### config.mk
export PLATFORM = sky130hd
export DESIGN_NAME = nubus_master_arbiter
export DESIGN_NICKNAME = d
export VERILOG_FILES = /design/src/rtl/nubus_arb_pkg.sv /design/src/rtl/nubus_rr_pick.sv /design/src/rtl/nubus_master_arbiter.sv
export SDC_FILE = /design/constraint.sdc
export NUM_CORES = 1
export LEC_CHECK = 0
export BUFFER_PORTS_ARGS = -buffer_cell sky130_fd_sc_hd__buf_4
export CAP_MARGIN = 0
export CORE_AREA = 2 2 166 168
export DETAILED_ROUTE_END_ITERATION = 7
export DIE_AREA = 0 0 168 170
export PLACE_DENSITY = 0.55
export SLEW_MARGIN = 15
export SYNTH_ARGS = -nofsm -noshare
export SYNTH_HDL_FRONTEND = slang
export SYNTH_HIERARCHICAL = 1
export SYNTH_SLANG_ARGS = --single-unit
### constraint.sdc
create_clock -name nub_clkn -period 5.1 [get_ports nub_clkn]
set_clock_uncertainty 0.2 [all_clocks]
set_input_delay 1.02 -clock nub_clkn [delete_from_list [all_inputs] [get_ports nub_clkn]]
set_output_delay 1.02 -clock nub_clkn [all_outputs]
set_load 0.01 [all_outputs]
### src/rtl/nubus_arb_pkg.sv
// Shared types and constants for the NuBus master-port arbiter.
package nubus_arb_pkg;

  localparam int unsigned AD_W   = 32;
  localparam int unsigned STRB_W = 4;

  typedef enum logic [1:0] {
    IDLE,
    BUSY,
    RELEASE,
    LOCKED
  } arb_state_t;

  // Low bit of channel idx inside a packed per-channel bus of slices w bits wide.
  function automatic int unsigned ch_lo(input int unsigned idx, input int unsigned w);
    return idx * w;
  endfunction

endpackage

### src/rtl/nubus_rr_pick.sv
// Combinational round-robin picker: first requester after i_last, wrapping.
module nubus_rr_pick #(
  parameter  int unsigned NUM_CH = 4,
  localparam int unsigned IDX_W  = $clog2(NUM_CH)
) (
  input  logic [NUM_CH-1:0] i_req,
  input  logic [IDX_W-1:0]  i_last,
  output logic [NUM_CH-1:0] o_grant,
  output logic [IDX_W-1:0]  o_idx,
  output logic              o_any
);

  logic [IDX_W-1:0] w_pos;

  always_comb begin
    o_grant = '0;
    o_idx   = '0;
    o_any   = 1'b0;
    w_pos   = '0;
    // k = NUM_CH revisits i_last itself, so a lone repeat requester is still served.
    for (int unsigned k = 1; k <= NUM_CH; k++) begin
      w_pos = IDX_W'((32'(i_last) + k) % NUM_CH);
      if (!o_any && i_req[w_pos]) begin
        o_any          = 1'b1;
        o_grant[w_pos] = 1'b1;
        o_idx          = w_pos;
      end
    end
  end

endmodule

### src/rtl/nubus_master_arbiter.sv
// N-channel round-robin front end sharing one NuBus master port, with lock hold and timeout.
module nubus_master_arbiter
  import nubus_arb_pkg::*;
#(
  parameter int unsigned NUM_CH         = 4,
  parameter int unsigned TIMEOUT_CLOCKS = 255,
  parameter int unsigned TO_W           = 8
) (
  input  logic                     nub_clkn,
  input  logic                     nub_resetn,
  input  logic [NUM_CH-1:0]        ch_valid,
  input  logic [NUM_CH*AD_W-1:0]   ch_addr,
  input  logic [NUM_CH*AD_W-1:0]   ch_wdata,
  input  logic [NUM_CH*STRB_W-1:0] ch_write,
  input  logic [NUM_CH-1:0]        ch_lock,
  output logic [NUM_CH-1:0]        ch_ready,
  output logic [NUM_CH-1:0]        ch_err,
  output logic [AD_W-1:0]          ch_rdata,
  output logic                     cpu_valid,
  output logic [AD_W-1:0]          cpu_addr,
  output logic [AD_W-1:0]          cpu_wdata,
  output logic [STRB_W-1:0]        cpu_write,
  output logic                     cpu_lock,
  input  logic                     cpu_ready,
  input  logic [AD_W-1:0]          cpu_rdata
);

  localparam int unsigned      IDX_W   = $clog2(NUM_CH);
  localparam logic             TO_EN   = (TIMEOUT_CLOCKS != 0);
  localparam logic [TO_W-1:0]  TO_LAST = TO_W'(TIMEOUT_CLOCKS - 1);

  arb_state_t        r_state;
  logic [IDX_W-1:0]  r_rr;
  logic [IDX_W-1:0]  r_grant;
  logic [NUM_CH-1:0] r_grant_oh;
  logic              r_lock;
  logic [TO_W-1:0]   r_cnt;

  logic [NUM_CH-1:0] w_grant_oh;
  logic [IDX_W-1:0]  w_idx;
  logic              w_any;
  logic [IDX_W-1:0]  w_sel;
  logic [AD_W-1:0]   w_addr;
  logic [AD_W-1:0]   w_wdata;
  logic [STRB_W-1:0] w_strb;
  logic              w_lock;

  nubus_rr_pick #(.NUM_CH(NUM_CH)) u_pick (
    .i_req   (ch_valid),
    .i_last  (r_rr),
    .o_grant (w_grant_oh),
    .o_idx   (w_idx),
    .o_any   (w_any)
  );

  // IDLE latches the picker's choice; LOCKED re-latches the held channel.
  always_comb begin
    w_sel   = (r_state == LOCKED) ? r_grant : w_idx;
    w_addr  = ch_addr[ch_lo(32'(w_sel), AD_W) +: AD_W];
    w_wdata = ch_wdata[ch_lo(32'(w_sel), AD_W) +: AD_W];
    w_strb  = ch_write[ch_lo(32'(w_sel), STRB_W) +: STRB_W];
    w_lock  = ch_lock[w_sel];
  end

  always_ff @(posedge nub_clkn) begin
    if (!nub_resetn) begin
      r_state    <= IDLE;
      r_rr       <= IDX_W'(NUM_CH - 1);
      r_grant    <= '0;
      r_grant_oh <= '0;
      r_lock     <= 1'b0;
      r_cnt      <= '0;
      ch_ready   <= '0;
      ch_err     <= '0;
      ch_rdata   <= '0;
      cpu_valid  <= 1'b0;
      cpu_addr   <= '0;
      cpu_wdata  <= '0;
      cpu_write  <= '0;
      cpu_lock   <= 1'b0;
    end else begin
      ch_ready <= '0;
      ch_err   <= '0;
      case (r_state)
        IDLE: begin
          if (w_any) begin
            cpu_addr   <= w_addr;
            cpu_wdata  <= w_wdata;
            cpu_write  <= w_strb;
            cpu_lock   <= w_lock;
            r_lock     <= w_lock;
            cpu_valid  <= 1'b1;
            r_rr       <= w_idx;
            r_grant    <= w_idx;
            r_grant_oh <= w_grant_oh;
            r_cnt      <= '0;
            r_state    <= BUSY;
          end
        end
        BUSY: begin
          if (cpu_ready) begin
            ch_ready  <= r_grant_oh;
            ch_rdata  <= cpu_rdata;
            cpu_valid <= 1'b0;
            r_cnt     <= '0;
            r_state   <= RELEASE;
          end else if (TO_EN && (r_cnt == TO_LAST)) begin
            ch_ready  <= r_grant_oh;
            ch_err    <= r_grant_oh;
            ch_rdata  <= '0;
            cpu_valid <= 1'b0;
            r_cnt     <= '0;
            r_state   <= RELEASE;
          end else begin
            r_cnt <= r_cnt + TO_W'(1);
          end
        end
        RELEASE: begin
          if (!cpu_ready) begin
            if (r_lock) begin
              r_state <= LOCKED;
            end else begin
              cpu_lock <= 1'b0;
              r_state  <= IDLE;
            end
          end
        end
        LOCKED: begin
          // cpu_lock stays up through this transaction; RELEASE drops it if the new lock bit is 0.
          if (ch_valid[r_grant]) begin
            cpu_addr  <= w_addr;
            cpu_wdata <= w_wdata;
            cpu_write <= w_strb;
            r_lock    <= w_lock;
            cpu_valid <= 1'b1;
            r_cnt     <= '0;
            r_state   <= BUSY;
          end else if (!ch_lock[r_grant]) begin
            cpu_lock <= 1'b0;
            r_state  <= IDLE;
          end
        end
        default: r_state <= IDLE;
      endcase
    end
  end

endmodule

==> results of run 1 <==
-- final cells by class --
| type | instances | area, µm² |
|---|---|---|
| well taps | 341 | 427 |
| inverters | 15 | 56.3 |
| clock inverters | 9 | 129 |
| diodes | 2 | 5.00 |
| fillers | 2651 | 15100 |
| clock buffers | 23 | 478 |
| multi-input cells | 554 | 4540 |
| repair buffers | 435 | 3300 |
| flip-flops and latches | 129 | 2580 |
-- per-layer routing --
layer | GRT usage, % | up-vias
li1 | - | 3561
met1 | 23.5 | 3454
met2 | 33.6 | 266
met3 | 5.77 | 22
met4 | 5.29 | 0
met5 | 0 | -
-- cell families (layout without fill, tap and decap cells) --
group / after synthesis / after routing / share of synthesized area, %
AND/OR/NAND/NOR: 265 / 265 / 15.4
AO/OA/AOI/OAI: 193 / 193 / 18.4
flip-flops: 129 / 129 / 34.7
multiplexers: 81 / 81 / 24.0
buffers and inverters: 81 / 482 / 4.94
adder cells (fa/ha/maj): 15 / 15 / 2.52
other: 0 / 2 / 0
-- metrics by stage --
stage	power, mW	area (µm²)	instances
2_1_floorplan	3.80	7440	764
3_3_place_gp	4.92	10900	1474
3_5_place_dp	4.96	10900	1474
4_1_cts	6.25	11500	1506
5_1_grt	6.57	11500	1506
6_report	6.12	11500	1508
-- worst min-delay path, cell delays in order (launching register included) --
cell,delay (ns)
dfxtp_1,0.31
nand2_1,0.05
a21boi_1,0.05
-- power by group through the flow --
stage | Sequential (mW) | Clock (mW) | Combinational, mW
6_report | 1.45 | 1.26 | 3.41
5_1_grt | 1.49 | 1.35 | 3.73
4_1_cts | 1.45 | 1.30 | 3.49
3_5_place_dp | 1.47 | 0 | 3.48
3_3_place_gp | 1.47 | 0 | 3.45
2_1_floorplan | 1.53 | 0 | 2.27
-- placed cells by master (no fill, tap or decap), types with 5 or more instances in the layout --
cell type  synthesis  routed
buf_4              6     432
inv_1             15      15
mux4_1            17      17
ha_1              15      15
nand2_1          203     203
and2_1             9       9
o21ai_0           38      38
nor2_1             6       6
nand3_1           12      12
nand2b_1           5       5
a21boi_1          11      11
clkbuf_16          0      17
nand4_1            7       7
mux2i_1            7       5
dfxtp_1          129     129
a21boi_0          99      99
a31oi_1            9       9
o22ai_1            5       5
or3_1              5       5
mux4_2            56      56
-- final timing paths --
kind / endpoint / from / cells after the start
hold reg to reg: cpu_wdata[20]$_SDFFE_PN0P_ / cpu_wdata[20]$_SDFFE_PN0P_ / 2
setup / recovery: cpu_addr[27]$_SDFFE_PN0P_ / r_rr[0]$_SDFFE_PN1P_ / 11
hold / removal: cpu_wdata[20]$_SDFFE_PN0P_ / cpu_wdata[20]$_SDFFE_PN0P_ / 2
setup reg to reg: cpu_addr[27]$_SDFFE_PN0P_ / r_rr[0]$_SDFFE_PN1P_ / 11
-- flip-flops by register name (all words and copies together), names as in the netlist --
register and cells:
cpu_addr 32, cpu_valid 1, ch_rdata 32, cpu_write 4
cpu_wdata 32, r_grant_oh 4, cpu_lock 1, ch_err 4
r_state 2, ch_ready 4, r_lock 1, r_grant 2
r_cnt 8, r_rr 2
==> impl_metrics.toml, run 1 <==
[placed_design]
preCtsSetupSlack_ns = 1.02
port_buffers = 424
gp_congestion = 0.839
dp_hpwl_um = 22000

[setup_path]
cp.required_ns = 5.19
crit_path_end_kind = "flop"
cp_top_family = "compound AO/OA/AOI/OAI gates"
slowest_stage = "dfxtp_1"
cp_max_fo = 69
path_class = "flop to flop"
cp_slowest_stage_delay_ns = 0.81
crit_path_cell_trace = "inv_1 -> ha_1 -> a21oi_1 -> a211oi_1 -> a311o_1 -> a221oi_1 -> mux2i_4 -> buf_12 -> mux4_2 -> nand2_1 -> a21boi_0"
reg2reg_setup_slack_ns = 0.93
cp.arrival_ns = 4.25
critPathBufInv = 2
cp-start-kind = "flop"

[clock_network]
clk_pin_slew_ns = 0.06
root_buffer = "clkbuf_16"
clk_latency_ns = 0.41
cts_max_level = 4
clk_path_buf_depth = 2
clock_sinks = 129
hold_buffers = 0
cts_tree = "yes"
cts_buffers = 17
post_cts_resized = 0
cts_setup_buffers = 0

[logic_synthesis]
yosysWarnings = 6
synth_top_area_share_pct = 34.7
synth_cell_types = 49
synth.area.top_cells = "dfxtp_1 35%, mux4_2 17%, nand2_1 10%, a21boi_0 10%, mux4_1 6.0%"
synthFlopType = "dfxtp_1"
syn_area_um2 = 7440
synthCells = 764
post-synth-top-area-cell = "dfxtp_1"
postSynthAreaPerCell_um2 = 9.74
ys_async_sr_fraction_pct = 0
synthTopCellsByCount = "203 x nand2_1, 129 x dfxtp_1, 99 x a21boi_0"
synth_edf_count = 0
syn_nets = 1094
synth-seq-cells = 129
seq_area_frac_synth_pct = 34.7
yosys.cell_count.top_type = "nand2_1"

[timing]
rsz0062_at_grt = "no"
fin_setup_tns_ns = 0
setup_ws_ns = 0.935
layout_min_cycle_time_ns = 4.17
max_freq_mhz = 240
drv_slew = 0
worstMarginPinSlew_ns = 0.963
finalSetupViolCount = 0
slew-limit-headroom_pct = 35.7
worst_hold_slack_ns = 0.257
timing.final.crit_share_pct = 81.7
hold_viol = 0

[detailed_routing]
dr_wl_met2_um = 14300
vias = 7303
final_antenna_net_count = 0
via_per_inst = 4.84
met1_length_um = 11600
wl_um = 28400
firstDrtPassIters = 4
drtIter0Drc = 361
drcViolationCount = 0
routedWlPerCell_um = 18.8
top_layer_used = "met4"
met3_length_um = 1970

[global_routing]
grt_pass1_wl_um = 42600
overflow = 0
grt_pass1_vias = 7338
grt_util_all_layers_pct = 19.4
antenna_found_initial = 2
grt_max_degree = 88

[power]
vdd_drop_max_uv = 358
p_switching_mw = 2.37
p_per_area_nw_per_um2 = 532
p_leak_nw = 5.09
p_seq_share_pct = 23.7
clkPwrFrac_pct = 20.6
power.internal_mw = 3.76
swShare_pct = 38.7
p_comb_share_pct = 55.7

[floorplanning]
die_h_um = 170
coreArea_um2 = 26700
ioPinCount = 425
die_area_um2 = 28600
fp-row-count = 60
die_w_um = 168
initial_utilization_pct = 27.9

[layout]
area_delta_synth_final_pct = 54.8
fin_util_pct = 43.2
drive_above_1_share_pct = 45.5
fin_nets = 1482

[min_path]
hold_path.class = "flop to flop"

[outcome]
status = "finished clean"

[run]
cap_violations = 0
Power figures use the tool's default switching activity.
==> run 2: changes to the inputs <==
Clock period 5.1 ns to 4.2 ns, I/O delays scaled along.
==> run 2 against run 1 <==
Effect of this change: highest routed layer unchanged; combinational power up 22%; via count down 0.23%; critical endpoint is now cpu_write[0]$_SDFFE_PN0P_; count of clock-buffer cells in the layout down 6; sequential power up 20%; sequential share of layout area about the same.
==> impl_metrics.toml, run 2 (same netlist as run 1, synthesis figures left out) <==
[power]
p_switching_mw = 2.94
p_comb_share_pct = 56.1
p_leak_nw = 5.09
p_seq_share_pct = 23.4
power.internal_mw = 4.46
clkPwrFrac_pct = 20.4
p_per_area_nw_per_um2 = 642
vdd_drop_max_uv = 455
totalPowerFinal_mw = 7.40
swShare_pct = 39.7

[timing]
layout_min_cycle_time_ns = 3.87
finalSetupViolCount = 0
drv_slew = 0
max_freq_mhz = 258
fin_setup_tns_ns = 0
worst_hold_slack_ns = 0.250
rsz0062_at_grt = "no"
hold_viol = 0
worstMarginPinSlew_ns = 0.954
slew-limit-headroom_pct = 36.4
timing.final.crit_share_pct = 92.3
setup_ws_ns = 0.325

[clock_network]
root_buffer = "clkbuf_16"
cts_max_level = 4
post_cts_resized = 0
cts_setup_buffers = 0
cts_buffers = 17
clk_pin_slew_ns = 0.06
clk_latency_ns = 0.41
cts_tree = "yes"
clk_path_buf_depth = 2
clock_sinks = 129
hold_buffers = 0

[layout]
drive_above_1_share_pct = 45.8
area_delta_synth_final_pct = 54.8
final_cell_mix = "431 x buf_4, 203 x nand2_1, 129 x dfxtp_1, 99 x a21boi_0, 56 x mux4_2"
fin_nets = 1482
final_cell_area_um2 = 11500
final_common_cell = "buf_4"
reg_top3 = "ch_rdata (32), cpu_addr (32), cpu_wdata (32)"

[floorplanning]
ioPinCount = 425
die_w_um = 168
die_area_um2 = 28600
die_h_um = 170
fp-row-count = 60
coreArea_um2 = 26700
initial_utilization_pct = 27.9

[run]
cap_violations = 0

[placed_design]
port_buffers = 424
dpl_cell_area_um2 = 10900
dp_hpwl_um = 21800
preCtsSetupSlack_ns = 0.468
gp_congestion = 0.837

[detailed_routing]
firstDrtPassIters = 5
drcViolationCount = 0
wl_um = 28400
final_antenna_net_count = 0
routedWlPerCell_um = 18.8
drtIter0Drc = 322
via_per_inst = 4.83
vias = 7286

[min_path]
hold_path.class = "flop to flop"
min-delay-start = "cpu_wdata[13]$_SDFFE_PN0P_"

[setup_path]
cp.required_ns = 4.30
path_class = "flop to flop"
cp-start-kind = "flop"
rr_startpoint = "r_rr[1]$_SDFFE_PN1P_"
crit_path_end_kind = "flop"
crit_start = "r_rr[1]$_SDFFE_PN1P_"
cp_max_fo = 69
cp.arrival_ns = 3.97

[global_routing]
grt_pass1_wl_um = 42600
grt_max_degree = 75
antenna_found_initial = 3
grt_pass1_vias = 6999
overflow = 0
grt_util_all_layers_pct = 19.4

[outcome]
status = "finished clean"
[run 2: changes by cell type in the layout (fill, tap and decap cells not counted)]
cell        delta
diode_2        +1
inv_8          +2
buf_12         +1
clkbuf_1       -3
clkinvlp_4     -1
bufinv_16      -1
clkbuf_8       -3
buf_4          -1
clkinv_4       +3
inv_6          +4
clkinv_2       -1
[run 2: metal layers]
metal  GRT usage, %  part of all wire [%]  wire length [µm]  vias up
met5              0                     0                 0        -
met4           4.54                   1.3               378        0
met3           6.05                   7.3              2080       19
met2           33.8                    50             14300      256
met1           23.5                    41             11600     3448
li1               -                     -                 -     3563
[run 2: path summary, 6_finish.rpt]
check | end | slack [ns] | depth (start not counted)
worst max register to register | cpu_write[0]$_SDFFE_PN0P_ | 0.33 | 10
worst max-delay path | cpu_write[0]$_SDFFE_PN0P_ | 0.33 | 10
worst min-delay path | cpu_wdata[13]$_SDFFE_PN0P_ | 0.25 | 2
worst min register to register | cpu_wdata[13]$_SDFFE_PN0P_ | 0.25 | 2
[run 2: power by group through the flow]
stage | combinational [mW] | sequential [mW] | clock, mW
after floorplan | 2.76 | 1.85 | 0
after CTS | 4.23 | 1.74 | 1.57
final | 4.15 | 1.74 | 1.51
after global routing | 4.56 | 1.78 | 1.62
after detailed placement | 4.23 | 1.76 | 0
after global placement | 4.21 | 1.75 | 0
[run 2: metrics by stage]
stage	instances	util (%)
after floorplan	764	-
after global placement	1474	41.0
after detailed placement	1474	41.0
after CTS	1506	43.2
after global routing	1507	43.2
final	1509	43.2
[run 2: final cells by class]
class | count | area, µm²
Tap cell | 341 | 427
Antenna cell | 3 | 7.51
Inverter | 15 | 56.3
Sequential cell | 129 | 2580
Fill cell | 2634 | 15100
Timing Repair Buffer | 435 | 3320
Clock inverter | 15 | 170
Multi-Input combinational cell | 554 | 4540
Clock buffer | 17 | 425
[run 2: worst max-delay path, cell delays in order (launching register included)]
cell and delay, ns:
dfxtp_1 0.55, inv_1 0.22, ha_1 0.55, inv_1 0.22, a311o_1 0.30, a221oi_1 0.48, mux2i_4 0.13, buf_12 0.22
mux4_2 0.57, nand2_1 0.08, a21boi_0 0.07
==> run 3: changes to the inputs <==
Settings changed: CORE_AREA 2 2 166 168 to 2 2 164 166, DIE_AREA 0 0 168 170 to 0 0 166 168, SYNTH_HIERARCHICAL 1 to unset.
==> run 3 against run 2 <==
Effect of this change: wire length shrank 8.6%; global-route usage shrank 1.4 points; fmax grew 14%; cell area shrank 1.0%; cell count shrank 3.6%; combinational power grew 16%; non-clock buffer count grew 3; register-to-register slack gained 0.46 ns; sequential cell count is the same; utilization is essentially flat; critical path depth grew 1; first-iteration DRC count grew 13%; critical path type unchanged; highest routed layer unchanged.
==> impl_metrics.toml, run 3 <==
[outcome]
status = "finished clean"

[setup_path]
slowest_stage = "ha_1"
cp.arrival_ns = 3.52
crit_path_end_kind = "flop"
cp_max_fo = 50
crit_path_cell_trace = "inv_1 -> ha_1 -> mux2_2 -> nand2_1 -> o21ai_0 -> nor3_4 -> buf_12 -> buf_12 -> mux2i_1 -> mux2i_1 -> a22o_1"
cp-start-kind = "flop"
path_class = "flop to flop"
critPathBufInv = 3
cp_slowest_stage_delay_ns = 0.54
cp_top_family = "multiplexers"
cp.required_ns = 4.31

[clock_network]
clk_path_buf_depth = 2
clk_latency_ns = 0.41
clock_sinks = 129
post_cts_resized = 0
cts_max_level = 4
root_buffer = "clkbuf_16"
cts_tree = "yes"
cts_setup_buffers = 0
clk_pin_slew_ns = 0.06
cts_buffers = 17
hold_buffers = 0

[placed_design]
preCtsSetupSlack_ns = 0.807
dpl.cell_count = 1423
port_buffers = 424
gp_congestion = 0.800
dpl_cell_area_um2 = 10800
dp_hpwl_um = 20100

[power]
totalPowerFinal_mw = 8.10
vdd_drop_max_uv = 320
p_per_area_nw_per_um2 = 711
p_leak_nw = 5.87

[logic_synthesis]
synth-xor-area-share_pct = 1.08
synth-seq-cells = 129
yosys.cell_count.top_type = "mux2i_1"
synthTopCellsByCount = "213 x mux2i_1, 129 x dfxtp_1, 69 x a22o_1"
synth_edf_count = 0
postSynthAreaPerCell_um2 = 10.3
synth.area.top_cells = "dfxtp_1 36%, mux2i_1 29%, a22o_1 8.3%, a22oi_1 4.1%, nor2b_1 3.1%"
syn_nets = 1032
syn_area_um2 = 7270
yosys.area_share.simple_pct = 8.78
seq_area_frac_synth_pct = 35.5
synth_fa_ha_area_share_pct = 2.41
synth_top_family_by_area = "multiplexers"
synthFlopType = "dfxtp_1"
post-synth-top-area-cell = "dfxtp_1"
ys_async_sr_fraction_pct = 0
synth_top_area_share_pct = 35.5
synth_compound_area_share_pct = 16.6
synthCells = 703
synth_cell_types = 52
yosysWarnings = 0
synthMuxAreaShare_pct = 30.7

[layout]
area_delta_synth_final_pct = 56.9
fin_cells = 1455
final_cell_area_um2 = 11400
n_fill_cell = 2615
fin_nets = 1430
reg_top3 = "ch_rdata (32), cpu_addr (32), cpu_wdata (32)"
final_cell_mix = "431 x buf_4, 212 x mux2i_1, 129 x dfxtp_1, 69 x a22o_1, 40 x a22oi_1"
final_common_cell = "buf_4"
num_antenna_cells = 0
drive_above_1_share_pct = 43.5

[timing]
hold_viol = 0
rsz0062_at_grt = "no"
finalSetupViolCount = 0
setup_ws_ns = 0.789
max_freq_mhz = 293
layout_min_cycle_time_ns = 3.41
worstMarginPinSlew_ns = 0.774
drv_slew = 0
slew-limit-headroom_pct = 48.2
fin_setup_tns_ns = 0
timing.final.crit_share_pct = 81.2

[detailed_routing]
routedWlPerCell_um = 17.8
drcViolationCount = 0
drtIter0Drc = 365
firstDrtPassIters = 5
via_per_inst = 4.75
final_antenna_net_count = 0
vias = 6918
wl_um = 26000

[global_routing]
grt_pass1_wl_um = 39500
antenna_found_initial = 0
grt_pass1_vias = 6910
overflow = 0
grt_max_degree = 51
grt_util_all_layers_pct = 18.0

[floorplanning]
coreArea_um2 = 26400
ioPinCount = 425
die_area_um2 = 27900
initial_utilization_pct = 27.6
fp-row-count = 60
die_h_um = 168
die_w_um = 166

[run]
cap_violations = 0

[min_path]
hold_path.class = "flop to flop"
run 3: stage by stage:
stage	hold WS, ns	util (%)
4_1_cts	0.274	43.3
3_3_place_gp	0.260	40.9
5_1_grt	0.293	43.3
3_5_place_dp	0.260	40.9
2_1_floorplan	0.245	-
6_report	0.274	43.3
run 3: where the power goes:
group	leakage (nW)	total (mW)	switching, mW	internal [mW]
logic	4.51	4.80	2.42	2.38
registers	1.06	1.75	0.189	1.56
clock network	0.298	1.55	0.595	0.959
run 3: path summary, 6_finish.rpt:
| check | start | to | slack, ns | cells past startpoint |
|---|---|---|---|---|
| hold reg to reg | r_grant_oh[3]$_SDFFE_PN0P_ | ch_err[3]$_SDFF_PP0_ | 0.27 | 1 |
| hold / removal | r_grant_oh[3]$_SDFFE_PN0P_ | ch_err[3]$_SDFF_PP0_ | 0.27 | 1 |
| setup reg to reg | r_rr[0]$_SDFFE_PN1P_ | cpu_addr[2]$_SDFFE_PN0P_ | 0.79 | 11 |
| setup / recovery | r_rr[0]$_SDFFE_PN1P_ | cpu_addr[2]$_SDFFE_PN0P_ | 0.79 | 11 |
run 3: cell type report:
cell class / count / area (µm²) / share of cell area, %
Clock inverter: 14 / 176 / 1.55
Timing Repair Buffer: 438 / 3380 / 29.6
Inverter: 8 / 30.0 / 0.263
Clock buffer: 18 / 439 / 3.85
Multi-Input combinational cell: 507 / 4370 / 38.3
Sequential cell: 129 / 2580 / 22.7
Tap cell: 341 / 427 / 3.74
run 3: kinds of logic after synthesis:
group                    after synthesis
multiplexers                         218
AO/OA/AOI/OAI                        151
flip-flops                           129
AND/OR/NAND/NOR                      115
buffers and inverters                 67
adder cells (fa/ha/maj)               14
XOR/XNOR                               9
run 3: metal layers:
metal / routed length, µm / global-route usage [%]
met1: 10600 / 21.1
met4: 251 / 4.57
met5: 0 / 0
met3: 1440 / 4.16
met2: 13600 / 33.0
